**config.mk**
```make
export PLATFORM = sky130hd
export DESIGN_NAME = uart_cmd_parser
export DESIGN_NICKNAME = d
export VERILOG_FILES = /design/src/rtl/uart_cmd_pkg.sv /design/src/rtl/uart_cmd_parser_byte_timeout.sv /design/src/rtl/uart_cmd_parser.sv
export SDC_FILE = /design/constraint.sdc
export NUM_CORES = 1
export LEC_CHECK = 0
export CORE_ASPECT_RATIO = 0.6
export CORE_MARGIN = 1.5
export CORE_UTILIZATION = 51
export DETAILED_ROUTE_END_ITERATION = 10
export PLACE_DENSITY = 0.78
export SYNTH_ARGS = -nofsm -noshare
export SYNTH_HDL_FRONTEND = slang
export SYNTH_SLANG_ARGS = --single-unit
```
**constraint.sdc**
```tcl
create_clock -name sys_clk -period 2.01 [get_ports sys_clk]
set_clock_uncertainty 0.05 [all_clocks]
set_input_delay 0.3015 -clock sys_clk [delete_from_list [all_inputs] [get_ports sys_clk]]
set_output_delay 0.3015 -clock sys_clk [all_outputs]
set_load 0.05 [all_outputs]
```
**src/rtl/uart_cmd_pkg.sv**
```systemverilog
// uart_cmd_pkg: frame constants, value limits and parser state encoding
package uart_cmd_pkg;
  localparam logic [7:0] HDR = 8'hA5;
  localparam logic [7:0] CMD_TIME = 8'h01;
  localparam logic [7:0] CMD_ALARM = 8'h02;
  localparam logic [7:0] ACK = 8'h06;
  localparam logic [7:0] NAK = 8'h15;
  localparam logic [7:0] HOUR_MAX = 8'd23;
  localparam logic [7:0] MIN_MAX = 8'd59;
  localparam logic [7:0] SEC_MAX = 8'd59;
  typedef enum logic [1:0] {IDLE, CMD, PAYLOAD, CHECK} state_t;
endpackage

```
**src/rtl/uart_cmd_parser_byte_timeout.sv**
```systemverilog
// byte_timeout: down-counter reloaded on clear, flags expiry TICKS cycles after the last clear while run is high
module byte_timeout #(
  parameter int TICKS = 120000
) (
  input  logic sys_clk,
  input  logic sys_rst_n,
  input  logic clear,
  input  logic run,
  output logic expired
);
  localparam int W = $clog2(TICKS);
  logic [W-1:0] cnt;
  always_ff @(posedge sys_clk or negedge sys_rst_n)
    if (!sys_rst_n) cnt <= '0;
    else if (clear) cnt <= W'(TICKS - 1);
    else if (run && cnt != '0) cnt <= cnt - W'(1);
  assign expired = run & ~clear & (cnt == '0);
endmodule

```
**src/rtl/uart_cmd_parser.sv**
```systemverilog
// uart_cmd_parser: decodes framed set-time/set-alarm commands and queues a one-byte ACK/NAK reply
module uart_cmd_parser
  import uart_cmd_pkg::*;
#(
  parameter int CLK_FREQ = 12000000,
  parameter int TIMEOUT_MS = 10
) (
  input  logic       sys_clk,
  input  logic       sys_rst_n,
  input  logic       rx_valid,
  input  logic [7:0] rx_data,
  input  logic       tx_busy,
  output logic       ack_en,
  output logic [7:0] ack_data,
  output logic       set_time,
  output logic       set_alarm,
  output logic [7:0] hour_out,
  output logic [7:0] min_out,
  output logic [7:0] sec_out,
  output logic       frame_err
);
  localparam int TICKS = CLK_FREQ / 1000 * TIMEOUT_MS;
  state_t state;
  logic [1:0] idx, last;
  logic [2:0][7:0] pl;
  logic [7:0] chk;
  logic alarm, pending, expired, ok;
  byte_timeout #(.TICKS(TICKS)) u_timeout (
    .sys_clk(sys_clk),
    .sys_rst_n(sys_rst_n),
    .clear(rx_valid),
    .run(state != IDLE),
    .expired(expired)
  );
  // The reply leaves on the first cycle the transmitter is free
  assign ack_en = pending & ~tx_busy;
  assign ok = rx_data == chk && pl[0] <= HOUR_MAX && pl[1] <= MIN_MAX && (alarm || pl[2] <= SEC_MAX);
  always_ff @(posedge sys_clk or negedge sys_rst_n)
    if (!sys_rst_n) begin
      state <= IDLE;
      idx <= '0;
      last <= '0;
      pl <= '0;
      chk <= '0;
      alarm <= 1'b0;
      pending <= 1'b0;
      ack_data <= '0;
      set_time <= 1'b0;
      set_alarm <= 1'b0;
      hour_out <= '0;
      min_out <= '0;
      sec_out <= '0;
      frame_err <= 1'b0;
    end else begin
      set_time <= 1'b0;
      set_alarm <= 1'b0;
      frame_err <= 1'b0;
      if (ack_en) pending <= 1'b0;
      if (rx_valid)
        case (state)
          IDLE: if (rx_data == HDR) state <= CMD;
          CMD: begin
            chk <= rx_data;
            idx <= '0;
            alarm <= rx_data == CMD_ALARM;
            last <= rx_data == CMD_TIME ? 2'd2 : 2'd1;
            if (rx_data == CMD_TIME || rx_data == CMD_ALARM) state <= PAYLOAD;
            else begin
              state <= IDLE;
              frame_err <= 1'b1;
              pending <= 1'b1;
              ack_data <= NAK;
            end
          end
          PAYLOAD: begin
            pl[idx] <= rx_data;
            chk <= chk ^ rx_data;
            idx <= idx + 2'd1;
            if (idx == last) state <= CHECK;
          end
          CHECK: begin
            state <= IDLE;
            pending <= 1'b1;
            ack_data <= ok ? ACK : NAK;
            frame_err <= ~ok;
            if (ok) begin
              hour_out <= pl[0];
              min_out <= pl[1];
              if (!alarm) sec_out <= pl[2];
              set_time <= ~alarm;
              set_alarm <= alarm;
            end
          end
        endcase
      else if (expired) begin
        state <= IDLE;
        frame_err <= 1'b1;
      end
    end
endmodule
```
# Yosys cells after proc, flatten, opt, wreduce, memory -nomap -nowiden
# Cells that the tools add are included.
[word_totals] output_inout_bits=36 register_bits=92
[classes] addsub=2 n_eq_ne=11 order_cmp=5 n_reduce_logical=22 n_mux=31 bitwise=8
[op_table] cell="$mux W17" count=2
[op_table] cell="$pmux W8 S2" count=2
[op_table] cell="$bwmux W24" count=1
[op_table] cell="$logic_not A17 Y1" count=1
[op_table] cell="$reduce_bool A17 Y1" count=1
[op_table] cell="$sub A17 B1 Y17 const B" count=1
[op_table] cell="$demux W8 S2" count=1
[op_table] cell="$le A8 B6 Y1 const B" count=2
[op_table] cell="$mux W8" count=2
[op_table] cell="$mux W1" count=12
[op_table] cell="$mux W2" count=6
[op_table] cell="$reduce_bool A2 Y1" count=5
[op_table] cell="$reduce_and A3 Y1" count=3
[op_table] cell="$eq A8 B1 Y1 const B" count=1
[op_table] cell="$eq A8 B2 Y1 const B" count=1
[op_table] cell="$eq A8 B8 Y1" count=1
[op_table] cell="$eq A8 B8 Y1 const B" count=1
[op_table] cell="$le A8 B5 Y1 const B" count=1
[op_table] cell="$pmux W2 S4" count=1
[op_table] cell="$xor A8 B8 Y8" count=1
[op_table] cell="$ne A3 B3 Y1 const B" count=2
[op_table] cell="$reduce_and A2 Y1" count=3
[op_table] cell="$logic_and A1 B1 Y1" count=5
[op_table] cell="$mux W5" count=1
[op_table] cell="14 further kinds" count=22

# Longest topological paths before layout
# Gate-level depths: netlist of the first run.
[logic_depth] depth_word=7 mapped_depth=7 depth_no_buf=6

# By module
# Synthesis of the first run repeated with hierarchy kept, for this count alone.
[unflattened] hier_cells=350 area_unflattened_um2=4093.9
[by_module_without_submodules] module="uart_cmd_parser" cells_each=249 instances=1 area_per_inst_um2=3143.0
[by_module_without_submodules] module="byte_timeout" cells_each=101 instances=1 area_per_inst_um2=950.9

# Least setup slack after synthesis of the first run
# No wires, ideal clock.
[synth_path] path_type="reg-to-reg" start="register state[0]" end="register frame_err" period_less_slack_ns=2.162 arrival_ns=2.028 setup_time_ns=0.084 slack_ns=-0.152 path_stages_with_launch=7 required_ns=1.876 cell_sequence="dfrtp_1 inv_1 ha_1 or4b_1 nand2b_1 o41ai_2 a21boi_0"
[synth_between] elab_chain_len=5 word_cells_on_any_way=8 classes_between="2 x eq/ne; 3 x mux; 2 x bitwise; 1 x reduce/logical"
[synth_lines] element="from (decl)" line="uart_cmd_parser.sv:23" text="state_t state;"
[synth_lines] element="from (signal assigned)" line="uart_cmd_parser.sv:40" text="state <= IDLE;"
[synth_lines] element="from (signal assigned)" line="uart_cmd_parser.sv:61" text="IDLE: if (rx_data == HDR) state <= CMD;"
[synth_lines] element="from (signal assigned)" line="uart_cmd_parser.sv:67" text="if (rx_data == CMD_TIME || rx_data == CMD_ALARM) state <= PAYLOAD;"
[synth_lines] element="$reduce_bool A2 Y1" line="uart_cmd_parser.sv:32" text=".run(state != IDLE),"
[synth_lines] element="$and A1 B1 Y1 (2 in series)" line="uart_cmd_parser_byte_timeout.sv:17" text="assign expired = run & ~clear & (cnt == '0);"
[synth_lines] element="$mux W1" line="uart_cmd_parser.sv:95" text="else if (expired) begin"
[synth_lines] element="$mux W1 *" line="uart_cmd_parser.sv:59" text="if (rx_valid)"
[synth_lines] element="to (signal assigned)" line="uart_cmd_parser.sv:85" text="frame_err <= ~ok;"
[synth_lines] element="to (decl)" line="uart_cmd_parser.sv:20" text="output logic frame_err"
# Every way passes the cells marked *; elsewhere a longest branch is shown, timed or not.
# A chain may end at the register's enable or synchronous reset.

# Final worst setup path of the first run
[layout_path] start="register u_timeout.cnt[1]" end="register u_timeout.cnt[7]"
[layout_between] elab_chain_len=3 word_cells_on_any_way=6 classes_between="1 x add/sub; 2 x mux; 3 x reduce/logical"
[layout_lines] element="from (decl)" line="uart_cmd_parser_byte_timeout.sv:12" text="logic [W-1:0] cnt;"
[layout_lines] element="from (signal assigned)" line="uart_cmd_parser_byte_timeout.sv:15" text="else if (clear) cnt <= W'(TICKS - 1);"
[layout_lines] element="from (signal assigned)" line="uart_cmd_parser_byte_timeout.sv:16" text="else if (run && cnt != '0) cnt <= cnt - W'(1);"
[layout_lines] element="$sub A17 B1 Y17 / $reduce_bool A17 Y1 (equally long branches)" line="uart_cmd_parser_byte_timeout.sv:16"
[layout_lines] element="$mux W17 / $logic_and A1 B1 Y1 (equally long branches)" line="uart_cmd_parser_byte_timeout.sv:16"
[layout_lines] element="$mux W17 / $reduce_bool A2 Y1 (equally long branches)"
# Several ways; a longest one is shown, not always the timed one. The select of a mux whose other input is x is not followed.

==> out/metrics.csv, run 1 <==
stage,metric,value,unit
pwr,Worst VDD drop,0.530,mV
clock_tree,# clock sinks,87,
pwr,part of the power in combinational logic,25.2,%
critical_path,worst-path fanout max,4,
clock_tree,clock network latency to the later pin of the worst-skew pair,0.35,ns
synth,Post-synth top flop,sky130_fd_sc_hd__dfrtp_1,
synth,"EDFF count, synth",0,
run_status,status,"finished, violations left",
critical_path,"Req. time, crit path",2.18,ns
timing,Slew Limit Fails,0,
clock_tree,maximum clock path buffer count,2,
timing,Relative slew margins,65.5,%
critical_path,startpoint type of the worst setup path,register,
timing,final number of setup-violating endpoints,2,
cells_and_area,share of cells above drive strength 1,34.1,%
floorplanning,area of the placeable core,7950,um^2
pwr,internal power summed over all cells,3.54,mW
placed_design,quantity of I/O buffers inserted on ports,43,
cells_and_area,post-route cell area,5780,um^2
floorplanning,num ports,48,
routing,routed via count,3469,
cells_and_area,antenna diode instance count,0,
critical_path,CP arrival,2.21,ns
timing,slack of the critical path,-0.0238,ns
floorplanning,floorplan die width,120,um
clock_tree,cts bufs inserted,9,
critical_path,critical path type,reg -> reg,
synth,warning count from the yosys run,0,
timing,slew at the pin with the worst max-slew slack,0.516,ns
placed_design,dpl cell area,5220,um^2
grt,via count of the first global-routing pass,3414,
cells_and_area,final-layout fill cell count,551,
cells_and_area,area growth from synthesis to layout,37.1,%
placed_design,HPWL after DPL,7500,um
grt,gr usage total,25.9,%
synth,cell area after synthesis,4210,um^2
routing,vias per cell,5.80,
grt,total congestion overflow,0,
pwr,Design Power,5.12,mW
timing,share of the clock period used by the worst path,101,%
clock_tree,clock edge transition at the registers on the reported setup and hold paths,0.07,ns
critical_path,FF-to-FF setup slack,-0.02,ns
floorplanning,placement row count,25,
flow_run,max-cap check violation count,0,
synth,per-instance average area after synthesis,11.2,um^2
timing,unrepaired setup endpoints after global routing,true,
timing,min cycle time layout,2.03,ns
routing,remaining routing DRC violations,0,
synth,combinational family with the most area after synthesis,simple AND/OR/NAND/NOR gates,
critical_path,type of destination of the critical path,register,
synth,sequential cell area fraction in the yosys report,51.7,%
timing,f_max,0.492,GHz
routing,number of search-and-repair iterations in the first detailed-routing pass,5,
floorplanning,Die Footprint,8830,um^2
synth,Synth Register Bits,87,
floorplanning,Die Y-Extent,73.4,um
routing,iteration-0 DRC count of the detailed router,301,
clock_tree,TritonCTS clock tree,yes,
synth,synthesized-area fraction occupied by adder cells,2.67,%
grt,wire length of the first global-routing pass,17300,um
grt,initial antenna violation count,0,
hold_path,class of the most critical hold timing path,reg -> reg,
synth,"post-synthesis share of cell area spent on and, or, nand and nor gates",18.0,%
routing,routed len/inst,18.4,um
floorplanning,Starting Density,53.0,%
synth,mux share of post-synthesis cell area,11.6,%
pwr,cell area power density,887,nW/um^2
placed_design,final weighted congestion in routability-driven placement,0.896,
timing,Final Hold Viols,0,
pwr,net switching share of the total power,30.9,%
cells_and_area,number of nets in the layout,506,
pwr,share of total power in sequential cells,41.6,%
synth,count of cell types in the netlist,55,
routing,DRT Wirelength,11000,um
synth,share of the synthesized area in compound gates (AO/OA/AOI/OAI),9.45,%
clock_tree,H-Tree Level Count,3,
routing,final antenna-violating net count,0,
synth,async set-or-reset flop fraction in the synthesized netlist,100,%
pwr,Leak,2.56,nW
grt,pin count of the biggest net entering global routing,88,
run_status,failing checks,setup timing,
synth,post-synthesis cell count,375,
pwr,switching power total,1.58,mW
pwr,part of the power in the clock network,33.3,%
synth,XOR/XNOR Fraction of Synth Area,2.50,%
clock_tree,CTS root buf,sky130_fd_sc_hd__clkbuf_16,
## metrics by stage
step / setup slack (ns) / TNS, ns / hold slack, ns / instances / util [%]
2_1_floorplan: -0.0664 / -0.116 / -0.0441 / 378 / -
3_3_place_gp: -0.287 / -7.13 / 0.323 / 568 / 65.6
3_5_place_dp: -0.336 / -7.61 / 0.322 / 568 / 65.6
4_1_cts: 0.00107 / 0 / 0.431 / 591 / 70.9
5_1_grt: -0.0817 / -0.440 / 0.451 / 598 / 72.7
6_report: -0.0238 / -0.0297 / 0.433 / 598 / 72.7
## worst paths after layout
check	start	endpoint	cells after the start
min	sec_out[6]$_DFFE_PN0P_	sec_out[6]$_DFFE_PN0P_	1
max in group asynchronous	sys_rst_n	u_timeout.cnt[13]$_DFFE_PN0P_	3
max reg2reg	u_timeout.cnt[1]$_DFFE_PN0P_	u_timeout.cnt[7]$_DFFE_PN0P_	7
min in group asynchronous	sys_rst_n	min_out[6]$_DFFE_PN0P_	3
min reg2reg	sec_out[6]$_DFFE_PN0P_	sec_out[6]$_DFFE_PN0P_	1
max	u_timeout.cnt[1]$_DFFE_PN0P_	u_timeout.cnt[7]$_DFFE_PN0P_	7
## metal layers
| layer | vias up | global-route usage (%) | wire, um |
|---|---|---|---|
| met2 | 132 | 41.2 | 5110 |
| met5 | - | 0 | 0 |
| met4 | 0 | 9.93 | 172 |
| met1 | 1721 | 35.0 | 5020 |
| li1 | 1598 | - | - |
| met3 | 18 | 6.21 | 676 |
## power by group through the flow
stage	Clock, mW	Combinational [mW]	Sequential [mW]
3_3_place_gp	0	1.10	2.12
3_5_place_dp	0	1.13	2.14
6_report	1.70	1.29	2.13
5_1_grt	1.79	1.41	2.15
4_1_cts	1.73	1.17	2.11
2_1_floorplan	0	0.604	2.12
## cell families (layout without fill, tap and decap cells)
logic type / after synthesis / after routing
simple gates: 122 / 122
flops: 87 / 87
compound gates: 66 / 66
mux: 44 / 44
buf+inv: 34 / 146
xor+xnor: 12 / 12
fa+ha+maj: 9 / 9
other cells: 1 / 4
## cells in the final DEF (no fill, tap or decap), drive strengths merged, types with 3 or more instances in the layout
master         synthesis  routed
nand4                  5       5
nor2                  13      13
or2                    3       3
xor2                   5       5
a21oi                 26      26
nor4                  17      17
and2                   9       9
o31ai                  6       6
o21ai                 20      20
xnor2                  7       7
mux2                  40      40
nand3                 21      21
clkbuf                12       9
nand2                 14      14
mux2i                  4       4
o41ai                  3       3
conb                   1       4
and4b                  3       3
ha                     9       9
clkdlybuf4s50          0      40
inv                    9      13
buf                   12      78
nor2b                  7       7
nor3                   4       4
dfrtp                 87      87
or3                    6       6
or4                    8       8
## worst max-delay path, cell delays in order, from the launching register on
cell and delay [ns]:
sky130_fd_sc_hd__dfrtp_1 0.40, sky130_fd_sc_hd__inv_2 0.09, sky130_fd_sc_hd__ha_4 0.17, sky130_fd_sc_hd__or4b_4 0.48, sky130_fd_sc_hd__nor4_4 0.17, sky130_fd_sc_hd__buf_4 0.17, sky130_fd_sc_hd__nor4_2 0.04, sky130_fd_sc_hd__or3b_1 0.35
## cell type report
type                    count  area (um^2)  share of cell area [%]
flip-flops and latches     87         2180                    37.7
repair buffers            120         1070                    18.5
clock inverters             7         77.6                    1.34
inverters                  10         37.5                   0.650
well taps                 108          135                    2.34
clock buffers               9          225                    3.90
multi-input cells         257         2060                    35.6
## synthesized netlist by cell type, types with 2 or more instances
cell                        n  share of area (%)
sky130_fd_sc_hd__nor2_1    13                1.2
sky130_fd_sc_hd__mux2_2    40                 11
sky130_fd_sc_hd__xnor2_1    7                1.5
sky130_fd_sc_hd__buf_4      5               0.89
sky130_fd_sc_hd__inv_1      9               0.80
sky130_fd_sc_hd__mux2i_1    4               0.95
sky130_fd_sc_hd__and4b_1    3               0.71
sky130_fd_sc_hd__ha_1       9                2.7
sky130_fd_sc_hd__dfrtp_1   87                 52
sky130_fd_sc_hd__nor4_1    15                2.2
sky130_fd_sc_hd__nand3_1   21                2.5
sky130_fd_sc_hd__and2_1     9                1.3
sky130_fd_sc_hd__or2_2      3               0.45
sky130_fd_sc_hd__o41ai_1    2               0.42
sky130_fd_sc_hd__clkbuf_1  12                1.1
sky130_fd_sc_hd__or4_4      2               0.53
sky130_fd_sc_hd__xor2_1     5                1.0
sky130_fd_sc_hd__buf_6      2               0.53
sky130_fd_sc_hd__nor2b_1    7                1.0
sky130_fd_sc_hd__a21oi_1   26                3.1
sky130_fd_sc_hd__nand4_1    5               0.74
sky130_fd_sc_hd__o21ai_0   20                2.4
sky130_fd_sc_hd__nor4b_1    2               0.42
sky130_fd_sc_hd__nor3_1     3               0.36
sky130_fd_sc_hd__or4_1      6                1.1
sky130_fd_sc_hd__o31ai_1    6                1.1
sky130_fd_sc_hd__buf_2      5               0.59
sky130_fd_sc_hd__nand2b_1   2               0.30
sky130_fd_sc_hd__nand2_1   14                1.2
sky130_fd_sc_hd__or3_1      6               0.89
## what timing repair did
action / CTS / global route
buffers inserted: 6 / 7
hold buffers: 1 / 0
setup endpoints to repair: 29 / 31
resized for setup: 9 / 19
gates cloned: 0 / 0
pin swaps: 3 / 4
endpoints found under the hold margin: 87 / 0
## registers in the layout, summed over array words and instances, names as in the netlist
signal / count
frame_err: 1
last: 2
chk: 8
state: 2
pl: 24
set_time: 1
min_out: 8
u_timeout.cnt: 17
idx: 2
set_alarm: 1
alarm: 1
ack_data: 3
hour_out: 8
sec_out: 8
pending: 1
Note: power is estimated with default switching activity, not from simulation.
==> run 2, diff against run 1 <==
- CAP_MARGIN: unset -> 10
- CORE_UTILIZATION: 51 -> 52
- PLACE_DENSITY: 0.78 -> 0.77
- clock period: 2.01 -> 2.55 ns (I/O delays scaled with it)
==> run 2 against run 1 <==
  * The run now ends clean
  * Global-route usage decreased by 1.9 points
  * Cell count is 9.4% lower
  * Sequential cell count unchanged
  * Combinational power fell by 47%
  * First-iteration DRC count decreased by 7.6%
  * Via count is 7.7% lower
  * Wire length is 12% lower
==> out/metrics.csv, run 2 (same netlist as run 1, synthesis figures left out) <==
stage,metric,value,unit,change
run_status,status,"finished, final reports clean",,
timing,slew at the pin with the worst max-slew slack,0.639,ns,+0.123 ns
cells_and_area,share of cells above drive strength 1,21.0,%,-13 points
cells_and_area,biggest registers after layout,"pl: 24 flops, u_timeout.cnt: 17 flops",,
clock_tree,cts bufs inserted,9,,unchanged
pwr,cell area power density,713,nW/um^2,-20%
cells_and_area,max FFs per register,24,,unchanged
grt,gr usage total,24.0,%,-1.9 points
cells_and_area,final-layout fill cell count,603,,+9.4%
floorplanning,area of the placeable core,7850,um^2,-1.2%
pwr,Worst VDD drop,0.580,mV,+9.4%
cells_and_area,area growth from synthesis to layout,21.5,%,
grt,pin count of the biggest net entering global routing,52,,-41%
critical_path,library cell contributing the largest single delay on the critical path,sky130_fd_sc_hd__or4b_2,,
critical_path,FF-to-FF setup slack,0.21,ns,+0.24 ns
critical_path,number of cells on the critical path,6,,-1
clock_tree,CTS Hold Bufs,0,,-1
routing,iteration-0 DRC count of the detailed router,278,,-7.6%
floorplanning,placement row count,25,,unchanged
floorplanning,Starting Density,53.6,%,+0.63 points
critical_path,"Req. time, crit path",2.72,ns,+0.54 ns
critical_path,critical path type,reg -> reg,,
clock_tree,CTS root buf,sky130_fd_sc_hd__clkbuf_16,,
critical_path,critical path cell sequence,inv_1 -> ha_1 -> or4b_2 -> nor4_4 -> nor4_1 -> or3b_1,,
cells_and_area,register bank with the most flops,pl,,
placed_design,HPWL after DPL,7080,um,-5.5%
routing,final antenna-violating net count,0,,unchanged
critical_path,Worst R2R Path Depth,6,,-1
placed_design,quantity of I/O buffers inserted on ports,43,,unchanged
timing,unrepaired setup endpoints after global routing,false,,
placed_design,final weighted congestion in routability-driven placement,0.998,,+11%
critical_path,type of destination of the critical path,register,,
cells_and_area,Finished Core Util,65.2,%,-7.5 points
clock_tree,maximum clock path buffer count,2,,unchanged
grt,initial antenna violation count,0,,unchanged
hold_path,class of the most critical hold timing path,in -> async,,
timing,share of the clock period used by the worst path,91.6,%,-9.6 points
timing,Relative slew margins,57.4,%,-8.1 points
floorplanning,num ports,48,,unchanged
grt,wire length of the first global-routing pass,16000,um,-7.2%
routing,vias per cell,5.91,,+1.8%
critical_path,largest delay contributor family on the critical path,simple AND/OR/NAND/NOR gates,,
timing,final number of setup-violating endpoints,0,,-2
floorplanning,floorplan die width,119,um,-0.94%
critical_path,startpoint type of the worst setup path,register,,
clock_tree,clock edge transition at the registers on the reported setup and hold paths,0.07,ns,about the same
grt,via count of the first global-routing pass,3090,,-9.5%
pwr,Leak,2.24,nW,-13%
routing,DRT Wirelength,9610,um,-12%
timing,Slew Limit Fails,0,,unchanged
routing,routed via count,3202,,-7.7%
clock_tree,# clock sinks,87,,unchanged
critical_path,worst reg2reg startpoint,u_timeout.cnt[0]$_DFFE_PN0P_,,
critical_path,worst-path fanout max,6,,+2
grt,total congestion overflow,0,,unchanged
critical_path,combined buffer and inverter count along the critical path,1,,-1
routing,number of search-and-repair iterations in the first detailed-routing pass,5,,unchanged
flow_run,max-cap check violation count,0,,unchanged
timing,Final Hold Viols,0,,unchanged
critical_path,highest cell delay on the worst timing path,0.64,ns,+0.16 ns
timing,Fin Hold WS,0.00428,ns,-0.429 ns
cells_and_area,number of nets in the layout,450,,-11%
cells_and_area,antenna diode instance count,0,,unchanged
routing,remaining routing DRC violations,0,,unchanged
critical_path,CP arrival,2.51,ns,+0.30 ns
timing,f_max,0.428,GHz,-13%
timing,min cycle time layout,2.34,ns,+0.302 ns
cells_and_area,most frequent cells in the layout,"sky130_fd_sc_hd__dfrtp_1, sky130_fd_sc_hd__clkdlybuf4s50_1, sky130_fd_sc_hd__mux2_2",,
floorplanning,Die Y-Extent,72.7,um,-0.93%
floorplanning,Die Footprint,8670,um^2,-1.9%
cells_and_area,"commonest non-fill, non-tap cell in the layout",sky130_fd_sc_hd__dfrtp_1,,
clock_tree,clock network latency to the later pin of the worst-skew pair,0.34,ns,about the same
routing,routed len/inst,17.7,um,-3.4%
clock_tree,TritonCTS clock tree,yes,,
clock_tree,H-Tree Level Count,3,,unchanged
critical_path,worst reg2reg endpoint,u_timeout.cnt[7]$_DFFE_PN0P_,,
-- run 2: worst reg2reg max path, stage by stage, from the launching register on --
cell	delay, ns
sky130_fd_sc_hd__dfrtp_1	0.45
sky130_fd_sc_hd__inv_1	0.10
sky130_fd_sc_hd__ha_1	0.22
sky130_fd_sc_hd__or4b_2	0.64
sky130_fd_sc_hd__nor4_4	0.30
sky130_fd_sc_hd__nor4_1	0.09
sky130_fd_sc_hd__or3b_1	0.36
-- run 2: area by class of cell --
type,count,area (um^2),share of cell area (%)
flip-flops and latches,87,2180,42.6
multi-input cells,257,1890,37.0
repair buffers,64,583,11.4
clock buffers,10,239,4.67
well taps,108,135,2.64
clock inverters,6,52.6,1.03
inverters,10,37.5,0.734
-- run 2: per-layer routing --
metal	share of wire [%]	routed length (um)	track usage, %	vias to the layer above
li1	-	-	-	1484
met1	49	4660	35.5	1564
met2	43	4110	36.0	147
met3	7.9	760	5.70	7
met4	0.73	70	6.16	0
met5	0	0	0	-
-- run 2: worst max-delay path by stage --
stage          slack, ns                           end                          from
2_1_floorplan       0.39           frame_err$_DFF_PN0_          state[0]$_DFFE_PN0P_
3_3_place_gp        0.12       ack_data[2]$_DFFE_PN0P_                    rx_data[4]
3_5_place_dp       -0.01       hour_out[3]$_DFFE_PN0P_                    rx_data[2]
4_1_cts             0.13           frame_err$_DFF_PN0_          state[0]$_DFFE_PN0P_
5_1_grt             0.02           frame_err$_DFF_PN0_          state[0]$_DFFE_PN0P_
6_report            0.21  u_timeout.cnt[7]$_DFFE_PN0P_  u_timeout.cnt[0]$_DFFE_PN0P_
-- run 2: through the flow --
step / total power, mW / cells / setup WS, ns / instance area, um^2 / setup TNS (ns)
6_report: 3.65 / 542 / 0.215 / 5120 / 0
3_3_place_gp: 2.36 / 526 / 0.118 / 4810 / 0
3_5_place_dp: 2.39 / 526 / -0.0102 / 4810 / -0.0102
2_1_floorplan: 2.15 / 378 / 0.388 / 4220 / 0
5_1_grt: 3.82 / 542 / 0.0176 / 5120 / 0
4_1_cts: 3.66 / 542 / 0.130 / 5100 / 0
-- run 2: timing repair --
action | in CTS | in global routing
hold endpoints to repair | 0 | 0
setup buffers | 0 | 0
endpoints found under the setup margin | 0 | 2
gates resized for setup | 0 | 2
-- run 2: report_power, final --
group          switching, mW  total, mW  internal (mW)
registers              0.159       1.69           1.54
clock network          0.563       1.26          0.700
logic                  0.414      0.688          0.273
total                   1.14       3.65           2.51
==> RTL edit: new RTL, settings of run 1 <==
Reset style: synchronous (`sys_rst_n`), changed in 2 clocked blocks.
--- a/src/rtl/uart_cmd_parser_byte_timeout.sv
+++ b/src/rtl/uart_cmd_parser_byte_timeout.sv
@@ -10,7 +10,7 @@
 );
   localparam int W = $clog2(TICKS);
   logic [W-1:0] cnt;
-  always_ff @(posedge sys_clk or negedge sys_rst_n)
+  always_ff @(posedge sys_clk)
     if (!sys_rst_n) cnt <= '0;
     else if (clear) cnt <= W'(TICKS - 1);
     else if (run && cnt != '0) cnt <= cnt - W'(1);
--- a/src/rtl/uart_cmd_parser.sv
+++ b/src/rtl/uart_cmd_parser.sv
@@ -35,7 +35,7 @@
   // The reply leaves on the first cycle the transmitter is free
   assign ack_en = pending & ~tx_busy;
   assign ok = rx_data == chk && pl[0] <= HOUR_MAX && pl[1] <= MIN_MAX && (alarm || pl[2] <= SEC_MAX);
-  always_ff @(posedge sys_clk or negedge sys_rst_n)
+  always_ff @(posedge sys_clk)
     if (!sys_rst_n) begin
       state <= IDLE;
       idx <= '0;
Function: differs if sys_rst_n is asserted again (counterexample within 4 cycles, from zero or initial values and one cycle with sys_rst_n low); with sys_rst_n held inactive, the same outputs for 4 cycles.
==> RTL edit against run 1 <==
The flow still finishes with violations (setup timing). Area after synthesis shrank 3.7%. Sequential cell count unchanged. Setup slack got worse by 0.17 ns. Final area down 4.4%. Cell count is 6.4% higher. Routed wire length down 8.9%. Die area decreased by 3.6%. Non-clock buffer count down 8.
Power is not compared: it rests on default switching activity, and its combinational part moved more than twofold at a synthesized area within 25%.
==> RTL edit: results (changes against run 1) <==
critical_path:
  crit_arrival_ns: 2.39  # +0.18 ns
  crit_path_max_fanout: 3  # -1
cells_and_area:
  final.fill_count: 508  # -7.8%
  multi_input_area_mm2: 0.00231  # +12%
  largest_registers: "pl (24), u_timeout.cnt (17)"
  drive_above_1_share: 0.226  # -0.115
sta:
  layout_setup_ws_ns: -0.193  # -0.169 ns
  finalSetupViolations: 17  # +15
  worst_slew_pin_slew_ns: 0.510  # -0.00645 ns
worst_hold_path:
  hold_class: "primary input to flip-flop"
run_status:
  violations: "setup timing"
  status: "complete, but fails checks"
logic_synthesis:
  yosys-top-cells-count: "dfxtp_1 (87), nor2b_1 (51), mux2i_1 (47), nand2_1 (30), clkbuf_1 (24)"
  synth.top_cells.by_area: "dfxtp_1 (43%), mux2i_1 (12%), nor2b_1 (7.9%)"
  ys_seq_area_frac: 0.429  # -0.0874
  synth_cell_types: 51  # -7.3%
clock_tree:
  cts_hold_buf: 0  # -1
routing:
  wl_met3_um: 490  # -28%
  drt-initial-drc-count: 205  # -32%
  vias_per_cell: 5.35  # -7.7%
  routed-wl-met2_mm: 4.30  # -16%
  wl_per_cell_um: 15.7  # -14%
placement:
  place_ws_ns: -0.485  # -0.149 ns
  post-dp-hpwl_mm: 6.94  # -7.5%
  gp_congestion: 0.838  # -6.5%
grt:
  met3_usage: 0.0676  # +0.00550
  grt_max_degree: 38  # -57%
  met1_usage: 0.333  # -0.0171
  grt_util_met2: 0.383  # -0.0290
==> RTL edit: final timing paths <==
kind / slack (ns) / cells past startpoint / end / from
setup / recovery: -0.19 / 5 / state[1]$_SDFFE_PN0P_ / u_timeout.cnt[13]$_SDFFE_PP0P_
hold / removal: 0.39 / 4 / chk[4]$_SDFFE_PN0P_ / rx_data[4]
hold reg to reg: 0.40 / 2 / sec_out[0]$_SDFFE_PN0P_ / pl[16]$_SDFFE_PN0P_
setup reg to reg: -0.19 / 5 / state[1]$_SDFFE_PN0P_ / u_timeout.cnt[13]$_SDFFE_PP0P_
==> RTL edit: cells by family after synthesis <==
family / after synthesis / synth area share
muxes: 47 / 0.116
other: 1 / 0.000925
and+or+nand+nor: 158 / 0.221
buffers and inverters: 41 / 0.0438
DFF: 87 / 0.429
AOI/OAI and AO/OA: 72 / 0.120
adders and majority gates: 9 / 0.0278
xor gates and xnor gates: 19 / 0.0410
==> RTL edit: metrics by stage <==
stage,cells,TNS [ns]
finish,636,-1.75
global route,636,-2.94
global placement,616,-10.11
detailed placement,616,-11.36
CTS,635,-1.31
floorplan,437,-0.139
==> RTL edit: area by class of cell <==
cell class	instances	area share
multi-input cells	309	0.419
flip-flops and latches	87	0.316
repair buffers	112	0.175
clock buffers	10	0.0433
well taps	104	0.0236
clock inverters	6	0.0177
inverters	8	0.00544
==> RTL edit: what timing repair did <==
item	in CTS	in global routing
endpoints found under the hold margin	0	0
buffers inserted	3	1
setup endpoints to repair	40	47
pin swaps	5	5
gates resized for setup	13	16
==> RTL edit: worst max-delay path, stage by stage, from the launching register on <==
cell	delay, ns
dfxtp_2	0.32
or4_4	0.55
or4_4	0.44
o31a_1	0.30
o211ai_1	0.18
a21bo_2	0.24
